<file path="src/rtl/spi_inert_slv.sv">
// rtl/spi_inert_slv.sv - SPI mode-0 register slave serving inertial sensor snapshots
//
// Purpose: 16-bit MSB-first SPI frames (byte 1 = R/W flag + 7-bit address,
// byte 2 = write data). Sensor inputs are captured into shadow registers on
// new_data; captures arriving mid-frame are held and committed once the frame
// ends so that a byte pair never tears. INT flags fresh data and is cleared by
// reading the last data byte (0x2B).
//
// Ports:
//   clk, rst_n                      system clock, async active-low reset
//   SS_n, SCLK, MOSI                SPI inputs (asynchronous to clk)
//   MISO                            SPI data to master (0 while deselected)
//   INT                             data-ready interrupt
//   ptch_in/roll_in/yaw_in/ax_in/ay_in  16-bit signed sensor values
//   new_data                        one-cycle capture strobe
//   ovr                             sticky overrun flag
//
// Build option: define INERT_SLV_OVR_CNT_EN to add an 8-bit saturating overrun
// counter readable at 0x0F and cleared by a write to 0x0F.
module spi_inert_slv (
  input  logic        clk,
  input  logic        rst_n,
  input  logic        SS_n,
  input  logic        SCLK,
  input  logic        MOSI,
  output logic        MISO,
  output logic        INT,
  input  logic [15:0] ptch_in,
  input  logic [15:0] roll_in,
  input  logic [15:0] yaw_in,
  input  logic [15:0] ax_in,
  input  logic [15:0] ay_in,
  input  logic        new_data,
  output logic        ovr
);

  typedef enum logic [1:0] {IDLE = 2'd0, SHIFT = 2'd1, EXEC = 2'd2} state_t;

  state_t      state_q, state_d;
  // Sync chains: [0] metastable stage, [1] synchronized copy, [2] previous copy.
  logic [2:0]  ss_q, ss_d;
  logic [2:0]  sclk_q, sclk_d;
  logic [1:0]  mosi_q, mosi_d;
  logic [15:0] rx_q, rx_d;
  logic [4:0]  bit_cnt_q, bit_cnt_d;
  logic [7:0]  tx_q, tx_d;
  logic        miso_q, miso_d;
  logic        int_q, int_d;
  logic        ovr_q, ovr_d;
  logic        commit_q, commit_d;
  logic [7:0]  int_en_q, int_en_d;
  logic [7:0]  accl_q, accl_d;
  logic [7:0]  gyro_q, gyro_d;
  logic [7:0]  round_q, round_d;
  logic [15:0] sh_ptch_q, sh_ptch_d, sh_roll_q, sh_roll_d, sh_yaw_q, sh_yaw_d;
  logic [15:0] sh_ax_q, sh_ax_d, sh_ay_q, sh_ay_d;
  logic [15:0] pd_ptch_q, pd_ptch_d, pd_roll_q, pd_roll_d, pd_yaw_q, pd_yaw_d;
  logic [15:0] pd_ax_q, pd_ax_d, pd_ay_q, pd_ay_d;
  logic        pd_vld_q, pd_vld_d;
`ifdef INERT_SLV_OVR_CNT_EN
  logic [7:0]  ovr_cnt_q, ovr_cnt_d;
`endif

  logic        ss_fall, ss_rise, sclk_rise, sclk_fall;
  logic [15:0] rx_shift;
  logic [7:0]  rdata;
  logic        snap;
  logic        int_clr;

  assign ss_fall   =  ss_q[2] & ~ss_q[1];
  assign ss_rise   = ~ss_q[2] &  ss_q[1];
  assign sclk_rise =  sclk_q[1] & ~sclk_q[2];
  assign sclk_fall = ~sclk_q[1] &  sclk_q[2];
  assign rx_shift  = {rx_q[14:0], mosi_q[1]};

  assign MISO = miso_q;
  assign INT  = int_q;
  assign ovr  = ovr_q;

  // Read mux, addressed by byte 1 as it completes on the 8th SCLK rise.
  always_comb begin
    rdata = 8'h00;
    case (rx_shift[6:0])
      7'h0D:   rdata = int_en_q;
      7'h10:   rdata = accl_q;
      7'h11:   rdata = gyro_q;
      7'h14:   rdata = round_q;
`ifdef INERT_SLV_OVR_CNT_EN
      7'h0F:   rdata = ovr_cnt_q;
`endif
      7'h22:   rdata = sh_ptch_q[7:0];
      7'h23:   rdata = sh_ptch_q[15:8];
      7'h24:   rdata = sh_roll_q[7:0];
      7'h25:   rdata = sh_roll_q[15:8];
      7'h26:   rdata = sh_yaw_q[7:0];
      7'h27:   rdata = sh_yaw_q[15:8];
      7'h28:   rdata = sh_ax_q[7:0];
      7'h29:   rdata = sh_ax_q[15:8];
      7'h2A:   rdata = sh_ay_q[7:0];
      7'h2B:   rdata = sh_ay_q[15:8];
      default: rdata = 8'h00;
    endcase
  end

  always_comb begin
    state_d   = state_q;
    ss_d      = {ss_q[1:0], SS_n};
    sclk_d    = {sclk_q[1:0], SCLK};
    mosi_d    = {mosi_q[0], MOSI};
    rx_d      = rx_q;
    bit_cnt_d = bit_cnt_q;
    tx_d      = tx_q;
    miso_d    = miso_q;
    int_d     = int_q;
    ovr_d     = ovr_q;
    commit_d  = 1'b0;
    int_en_d  = int_en_q;
    accl_d    = accl_q;
    gyro_d    = gyro_q;
    round_d   = round_q;
    sh_ptch_d = sh_ptch_q;
    sh_roll_d = sh_roll_q;
    sh_yaw_d  = sh_yaw_q;
    sh_ax_d   = sh_ax_q;
    sh_ay_d   = sh_ay_q;
    pd_ptch_d = pd_ptch_q;
    pd_roll_d = pd_roll_q;
    pd_yaw_d  = pd_yaw_q;
    pd_ax_d   = pd_ax_q;
    pd_ay_d   = pd_ay_q;
    pd_vld_d  = pd_vld_q;
`ifdef INERT_SLV_OVR_CNT_EN
    ovr_cnt_d = ovr_cnt_q;
`endif
    snap      = 1'b0;
    int_clr   = 1'b0;

    case (state_q)
      IDLE: begin
        miso_d = 1'b0;
        if (ss_fall) begin
          state_d   = SHIFT;
          bit_cnt_d = 5'd0;
          rx_d      = 16'h0000;
          tx_d      = 8'h00;
        end
      end
      SHIFT: begin
        if (ss_rise) begin
          state_d = (bit_cnt_q == 5'd16) ? EXEC : IDLE;
          miso_d  = 1'b0;
        end else begin
          if (sclk_rise) begin
            rx_d = rx_shift;
            if (bit_cnt_q != 5'd31) bit_cnt_d = bit_cnt_q + 5'd1;
            if (bit_cnt_q == 5'd7) tx_d = rx_shift[7] ? rdata : 8'h00;
          end
          if (sclk_fall) begin
            if (bit_cnt_q >= 5'd8 && bit_cnt_q <= 5'd15) begin
              miso_d = tx_q[7];
              tx_d   = {tx_q[6:0], 1'b0};
            end else begin
              miso_d = 1'b0;
            end
          end
        end
      end
      EXEC: begin
        state_d = IDLE;
        if (!rx_q[15]) begin
          case (rx_q[14:8])
            7'h0D:   int_en_d = rx_q[7:0];
            7'h10:   accl_d   = rx_q[7:0];
            7'h11:   gyro_d   = rx_q[7:0];
            7'h14:   round_d  = rx_q[7:0];
`ifdef INERT_SLV_OVR_CNT_EN
            7'h0F:   ovr_cnt_d = 8'h00;
`endif
            default: ;
          endcase
        end else if (rx_q[14:8] == 7'h2B) begin
          int_clr = 1'b1;
        end
      end
      default: state_d = IDLE;
    endcase

    // Snapshots commit only while idle; during a frame the newest one is parked.
    if (new_data) begin
      if (state_q == IDLE) begin
        snap      = 1'b1;
        sh_ptch_d = ptch_in;
        sh_roll_d = roll_in;
        sh_yaw_d  = yaw_in;
        sh_ax_d   = ax_in;
        sh_ay_d   = ay_in;
        pd_vld_d  = 1'b0;
      end else begin
        pd_ptch_d = ptch_in;
        pd_roll_d = roll_in;
        pd_yaw_d  = yaw_in;
        pd_ax_d   = ax_in;
        pd_ay_d   = ay_in;
        pd_vld_d  = 1'b1;
      end
    end else if (pd_vld_q && state_q == IDLE) begin
      snap      = 1'b1;
      sh_ptch_d = pd_ptch_q;
      sh_roll_d = pd_roll_q;
      sh_yaw_d  = pd_yaw_q;
      sh_ax_d   = pd_ax_q;
      sh_ay_d   = pd_ay_q;
      pd_vld_d  = 1'b0;
    end

    commit_d = snap;
    if (snap && int_q) begin
      ovr_d = 1'b1;
`ifdef INERT_SLV_OVR_CNT_EN
      if (ovr_cnt_q != 8'hFF) ovr_cnt_d = ovr_cnt_q + 8'd1;
`endif
    end

    // Set is evaluated last so it wins over a same-cycle clear.
    if (int_clr) int_d = 1'b0;
    if (commit_q && int_en_q[1]) int_d = 1'b1;
  end

  always_ff @(posedge clk or negedge rst_n) begin
    if (!rst_n) begin
      state_q   <= IDLE;
      // SS_n chain resets to "selected" so a frame already in progress at
      // release is not mistaken for a new SS_n fall.
      ss_q      <= 3'b000;
      sclk_q    <= 3'b000;
      mosi_q    <= 2'b00;
      rx_q      <= 16'h0000;
      bit_cnt_q <= 5'd0;
      tx_q      <= 8'h00;
      miso_q    <= 1'b0;
      int_q     <= 1'b0;
      ovr_q     <= 1'b0;
      commit_q  <= 1'b0;
      int_en_q  <= 8'h00;
      accl_q    <= 8'h00;
      gyro_q    <= 8'h00;
      round_q   <= 8'h00;
      sh_ptch_q <= 16'h0000;
      sh_roll_q <= 16'h0000;
      sh_yaw_q  <= 16'h0000;
      sh_ax_q   <= 16'h0000;
      sh_ay_q   <= 16'h0000;
      pd_ptch_q <= 16'h0000;
      pd_roll_q <= 16'h0000;
      pd_yaw_q  <= 16'h0000;
      pd_ax_q   <= 16'h0000;
      pd_ay_q   <= 16'h0000;
      pd_vld_q  <= 1'b0;
`ifdef INERT_SLV_OVR_CNT_EN
      ovr_cnt_q <= 8'h00;
`endif
    end else begin
      state_q   <= state_d;
      ss_q      <= ss_d;
      sclk_q    <= sclk_d;
      mosi_q    <= mosi_d;
      rx_q      <= rx_d;
      bit_cnt_q <= bit_cnt_d;
      tx_q      <= tx_d;
      miso_q    <= miso_d;
      int_q     <= int_d;
      ovr_q     <= ovr_d;
      commit_q  <= commit_d;
      int_en_q  <= int_en_d;
      accl_q    <= accl_d;
      gyro_q    <= gyro_d;
      round_q   <= round_d;
      sh_ptch_q <= sh_ptch_d;
      sh_roll_q <= sh_roll_d;
      sh_yaw_q  <= sh_yaw_d;
      sh_ax_q   <= sh_ax_d;
      sh_ay_q   <= sh_ay_d;
      pd_ptch_q <= pd_ptch_d;
      pd_roll_q <= pd_roll_d;
      pd_yaw_q  <= pd_yaw_d;
      pd_ax_q   <= pd_ax_d;
      pd_ay_q   <= pd_ay_d;
      pd_vld_q  <= pd_vld_d;
`ifdef INERT_SLV_OVR_CNT_EN
      ovr_cnt_q <= ovr_cnt_d;
`endif
    end
  end

endmodule

</file>
<file path="config.mk">
export PLATFORM = sky130hd
export DESIGN_NAME = spi_inert_slv
export DESIGN_NICKNAME = d
export VERILOG_FILES = /design/src/rtl/spi_inert_slv.sv
export SDC_FILE = /design/constraint.sdc
export NUM_CORES = 1
export LEC_CHECK = 0
export CORE_MARGIN = 5
export CORE_UTILIZATION = 45
export CTS_CLUSTER_SIZE = 20
export DETAILED_ROUTE_END_ITERATION = 10
export GPL_TIMING_DRIVEN = 0
export PLACE_DENSITY_LB_ADDON = 0.3
export SYNTH_ARGS = -nofsm -noshare
export SYNTH_HDL_FRONTEND = slang
export SYNTH_SLANG_ARGS = --single-unit
</file>
<file path="constraint.sdc">
create_clock -name clk -period 6.8 [get_ports clk]
set_clock_uncertainty 0.2 [all_clocks]
set_input_delay 1.36 -clock clk [delete_from_list [all_inputs] [get_ports clk]]
set_output_delay 1.36 -clock clk [all_outputs]
set_load 0.01 [all_outputs]
</file>
-- Yosys cells after proc, flatten, opt, wreduce, memory -nomap -nowiden
Index checks and enable logic that the tools add are counted.
- register bits: 236
- word-level logic and storage cells: 141
- output and inout port bits: 3
- $add $sub $neg: 1
- muxes and demuxes: 52
- $lt $le $gt $ge: 2
- reduce and logical (&&, ||, !) cells: 19
- eq/ne operators: 31
- bitwise gates (word level): 10
- operators by type and width (kind ; number):
    two-way mux 16 bit ; 18
    one-hot mux 8 bit (14 select lines) ; 1
    == test 7 x 6 -> 1 bit (second input constant) ; 11
    two-way mux 8 bit ; 7
    == test 7 x 5 -> 1 bit (second input constant) ; 6
    one-hot mux 16 bit (2 select lines) ; 1
    two-way mux 5 bit ; 4
    one-hot mux 8 bit (2 select lines) ; 1
    AND reduction 3 bit ; 5
    == test 7 x 4 -> 1 bit (second input constant) ; 2
    two-way mux 1 bit ; 14
    != test 2 bit (second input constant) ; 5
    one-hot mux 5 bit (2 select lines) ; 1
    AND reduction 2 bit ; 4
    two-way mux 2 bit ; 3
    NOT 1 bit ; 6
    nonzero test 2 bit ; 3
    adder 5 x 1 -> 5 bit (second input constant) ; 1
    == test 5 x 3 -> 1 bit (second input constant) ; 1
    == test 5 bit (second input constant) ; 1
    >= comparator 5 x 4 -> 1 bit (second input constant) ; 1
    <= comparator 5 x 4 -> 1 bit (second input constant) ; 1
    != test 5 bit (second input constant) ; 1
    AND reduction 5 bit ; 1
    other kinds (10) ; 16

-- Logic depth before layout (Yosys ltp)
- depth in word-level cells: 9
- mapped depth: 8

-- Least setup slack after synthesis
OpenSTA, ideal clock, no wires.
- path kind: input port to flip-flop
- from: input port new_data
- to: register sh_ax_q[10]
- arrival: 2424 ps
- cell stages on the path: 6
- setup time: 126 ps
- required time: 6474 ps
- slack: 4050 ps
- cells stage by stage: buf_2 > nor2_1 > nor3_2 > clkbuf_1 > buf_2 > a21oi_1
- cells in the longest elaborated chain, start to end: 2
- elaborated cells between the ends (all ways): 4
- those cells by class: eq/ne (1); mux (1); reduce/logical (2)
- ends and longest elaborated chain (item ; RTL line ; source):
    start, declared ; 33 ; input logic new_data,
    != test 2 x 1 -> 1 bit (no line) or nonzero test 2 bit (tied branches) ; -- ;
    AND reduction 2 bit (no line) ; -- ;
    end signal, assigned ; 251 ; sh_ax_q <= 16'h0000;
    end signal, assigned ; 281 ; sh_ax_q <= sh_ax_d;
    end, declared ; 56 ; logic [15:0] sh_ax_q, sh_ax_d, sh_ay_q, sh_ay_d;
Several ways; a longest one is shown, not always the timed one.
A chain may end at the register's enable or synchronous reset.

-- Worst setup path in the final report
- from: input port new_data
- to: register sh_ptch_q[11]
- cells in the longest elaborated chain, start to end: 2
- elaborated cells between the ends (all ways): 4
- those cells by class: eq/ne (1); mux (1); reduce/logical (2)
- ends and longest elaborated chain (item ; RTL line ; source):
    != test 2 x 1 -> 1 bit (no line) or nonzero test 2 bit (tied branches) ; -- ;
    AND reduction 2 bit (no line) ; -- ;
    end signal, assigned ; 278 ; sh_ptch_q <= sh_ptch_d;
    end, declared ; 55 ; logic [15:0] sh_ptch_q, sh_ptch_d, sh_roll_q, sh_roll_d, sh_yaw_q, sh_yaw_d;
Several ways; a longest one is shown, not always the timed one.

==> flow_summary_export.csv <==
group,metric,value,unit
timing,finalCritPeriodShare,0.491,
clocking,cts_setup_buffers,0,
yosys,synth_nets,1012,
final_layout,finish.utilization,0.549,
clocking,post_cts.resized_instances,0,
run_status,outcome,"finished, final reports clean",
routing,routed-wl-met2,12200,um
clocking,clock_latency_on_the_worst_skew_pair,520,ps
clocking,worst_setup_hold_path_clk_slew,60,ps
power,power_frac_clock,0.363,
floorplanning,starting_density_of_the_core,0.460,
routing,detail_route.wl_per_cell,18.9,um
yosys,synth_largest_type_area_fraction,0.546,
timing,final.min_clock_period,3340,ps
power,power_density,290,nW/um^2
global_routing,grt_use_total,0.191,
yosys,netlist_area,10800,um^2
clocking,numClockSinks,236,
power,power.leakage,5.63,nW
yosys,synth.distinct_cells,58,
clocking,cts_tree,"done",
placement,port-buffer-count,87,
routing,drc_errors,0,
critical_path,reg2reg_setup_slack,4150,ps
placement,placer_s_final_routability_congestion_estimate,0.913,
power,power.share.sequential,0.472,
final_layout,area.sequential,5910,um^2
routing,route.detailed.vias_per_inst,5.48,
clocking,holdBufCountCts,0,
clocking,clockBufferDepth,3,
global_routing,grt_start_max_net_pins,121,
placement,dpl.cell_count,1329,
routing,route.antenna.remaining_nets,0,
timing,hold_viol_final,0,
floorplanning,die_area,27200,um^2
timing,worst_slew_pin_slew,1270,ps
critical_path,data_arrival_time_of_the_worst_path,3520,ps
power,switching_share,0.267,
timing,report.final.setup_viol,0,
yosys,ys_async_sr_fraction,1.00,
critical_path,worstSetupEndpointType,"flip-flop",
clocking,ctsHtreeMaxLevel,1,
routing,dr.pass1.iters,7,
clocking,numCtsBuffers,26,
routing,met1_routed_length,11700,um
critical_path,slowest_stage,"sky130_fd_sc_hd__nor3_2",
yosys,netlist.top_cell.by_area,"sky130_fd_sc_hd__dfrtp_1",
critical_path,startpoint_type,"primary input",
routing,via_count,7503,
critical_path,cpMostUsedCell,"sky130_fd_sc_hd__buf_2",
yosys,synth_ff_type,"sky130_fd_sc_hd__dfrtp_1",
floorplanning,dieWidth,165,um
power,internal_power,2.75,mW
critical_path,critical_path_cell_by_cell,"buf_2 -> nor2_1 -> nor3_2 -> clkbuf_1 -> buf_2 -> a21oi_1",
yosys,synth_seq_area_share,0.546,
placement,pre_cts_ws,2830,ps
global_routing,grt_pass1_wl,41500,um
critical_path,setup.worst_path.class,"in -> reg",
timing,max_freq,300,MHz
yosys,ys_warn_count,0,
timing,maxSlewViolCount,0,
routing,met3WireLength,1290,um
yosys,ys_top_cells_by_area,"sky130_fd_sc_hd__dfrtp_1 55%, sky130_fd_sc_hd__mux2_2 12%, sky130_fd_sc_hd__mux2i_1 10%",
final_layout,insertedDiodeCount,0,
yosys,post-synth-top-count-cell,"sky130_fd_sc_hd__dfrtp_1",
timing,rsz0062_at_grt,"no",
placement,estimated_wirelength_of_the_detail_placed_design,18100,um
timing,max_slew_margin,0.146,
floorplanning,floorplan_core_area,23500,um^2
timing,timing.final.ws_setup,3460,ps
final_layout,area_used_by_multi_input_combinational_logic,4610,um^2
critical_path,crit_required,6990,ps
yosys,postSynthRegisterBits,236,
final_layout,final-instance-count-excl-fill,1369,
critical_path,cp_max_fo,10,
min_path,hold_class,"reg -> reg",
global_routing,grt_pass1_vias,7686,
final_layout,area_delta_synth_final,19.5,%
final_layout,fin_nets,1128,
yosys,synth_edf_count,0,
power,design_power_total,3.75,mW
final_layout,drive_gt1_frac,0.193,
global_routing,global_route.overflow_total,0,
yosys,synth_cells,922,
routing,maxUsedRoutingLayer,"met4",
routing,detailedRoute.firstIterationViolations,537,
clocking,clockRootBuffer,"sky130_fd_sc_hd__clkbuf_16",
final_layout,fillers,2109,
critical_path,crit_path_max_incr_delay,660,ps
power,netSwitchingPower,1.00,mW
power,share_comb_of_total_power,0.165,
floorplanning,core.rowCount,56,
yosys,synth_top_cells_by_count,"236 x sky130_fd_sc_hd__dfrtp_1, 120 x sky130_fd_sc_hd__mux2_2, 108 x sky130_fd_sc_hd__mux2i_1, 95 x sky130_fd_sc_hd__nor2_1, 88 x sky130_fd_sc_hd__a21oi_1",
floorplanning,ioPinCount,89,
yosys,synth_area_per_cell,11.7,um^2
power,vdd_ir_drop_max,196,uV
floorplanning,die_height,165,um
flow_run,maxCapViolCount,0,
global_routing,antenna_found_initial,0,
routing,drt-total-wl,25900,um
==> cell families after synthesis <==
logic type / after synthesis / share of synthesized area
AO/OA/AOI/OAI: 162 / 0.0915
adder cells (fa/ha/maj): 5 / 0.00555
buffers and inverters: 67 / 0.0284
flip-flops: 236 / 0.546
multiplexers: 228 / 0.225
AND/OR/NAND/NOR: 224 / 0.104
==> power by group through the flow <==
stage / clock [mW] / sequential, mW / combinational, mW
CTS: 1.39 / 1.77 / 0.628
global placement: 0 / 1.79 / 0.605
global route: 1.44 / 1.80 / 0.691
finish: 1.36 / 1.77 / 0.620
detailed placement: 0 / 1.79 / 0.623
floorplan: 0 / 1.74 / 0.417
==> per-stage QoR <==
step | instance area [um^2] | hold slack, ps | TNS [ps]
3_3_place_gp | 12100 | 134 | -1399360
4_1_cts | 12900 | 149 | 0
3_5_place_dp | 12100 | 136 | 0
5_1_grt | 12900 | 160 | 0
6_report | 12900 | 146 | 0
2_1_floorplan | 10800 | 131 | 0
==> final cells by class <==
cell class	instances	area share
clock inverters	5	0.00580
inverters	10	0.00290
clock buffers	35	0.0569
multi-input cells	619	0.356
repair buffers	88	0.0698
plain buffers	57	0.0209
well taps	319	0.0309
flip-flops and latches	236	0.457
==> per-layer routing <==
layer | vias up | track usage
li1 | 3553 | -
met1 | 3716 | 0.272
met2 | 188 | 0.303
met3 | 46 | 0.0310
met4 | 0 | 0.0571
met5 | - | 0
==> worst max-delay path, delay by kind of cell <==
family                 cells  cell delay [ps]
AOI/OAI and AO/OA          1              110
and+or+nand+nor            2              790
buffers and inverters      3             1240
==> cell usage in the layout (no fill, tap or decap), drive strengths merged, types with 2 or more instances in the layout <==
cell / instances
and3: 2
nand3: 27
a21oi: 88
clkdlybuf4s50: 86
a2111oi: 3
nand4b: 3
a2bb2oi: 6
nor3: 6
o311ai: 3
o31ai: 2
nand2b: 7
mux2i: 108
bufinv: 2
buf: 36
nor4b: 3
o21ai: 26
o2111ai: 3
inv: 10
dfrtp: 236
ha: 4
clkbuf: 58
a22oi: 7
o22ai: 6
nor3b: 4
nor2b: 4
a221oi: 2
mux2: 120
a22o: 5
nor4: 7
o221ai: 5
nand3b: 7
nand2: 47
nand4: 4
and3b: 2
nor2: 95
clkinv: 3
and2: 2
==> path summary, 6_finish.rpt <==
check	startpoint	end	cells after the start
setup / recovery	new_data	sh_ptch_q[11]$_DFFE_PN0P_	6
max in group asynchronous	rst_n	pd_ay_q[0]$_DFFE_PN0P_	2
hold / removal	ss_q[0]$_DFF_PN0_	ss_q[1]$_DFF_PN0_	0
hold reg to reg	ss_q[0]$_DFF_PN0_	ss_q[1]$_DFF_PN0_	0
setup reg to reg	state_q[0]$_DFFE_PN0P_	pd_ay_q[13]$_DFFE_PN0P_	4
min in group asynchronous	rst_n	pd_roll_q[1]$_DFFE_PN0P_	1
Power figures use the tool's default switching activity.
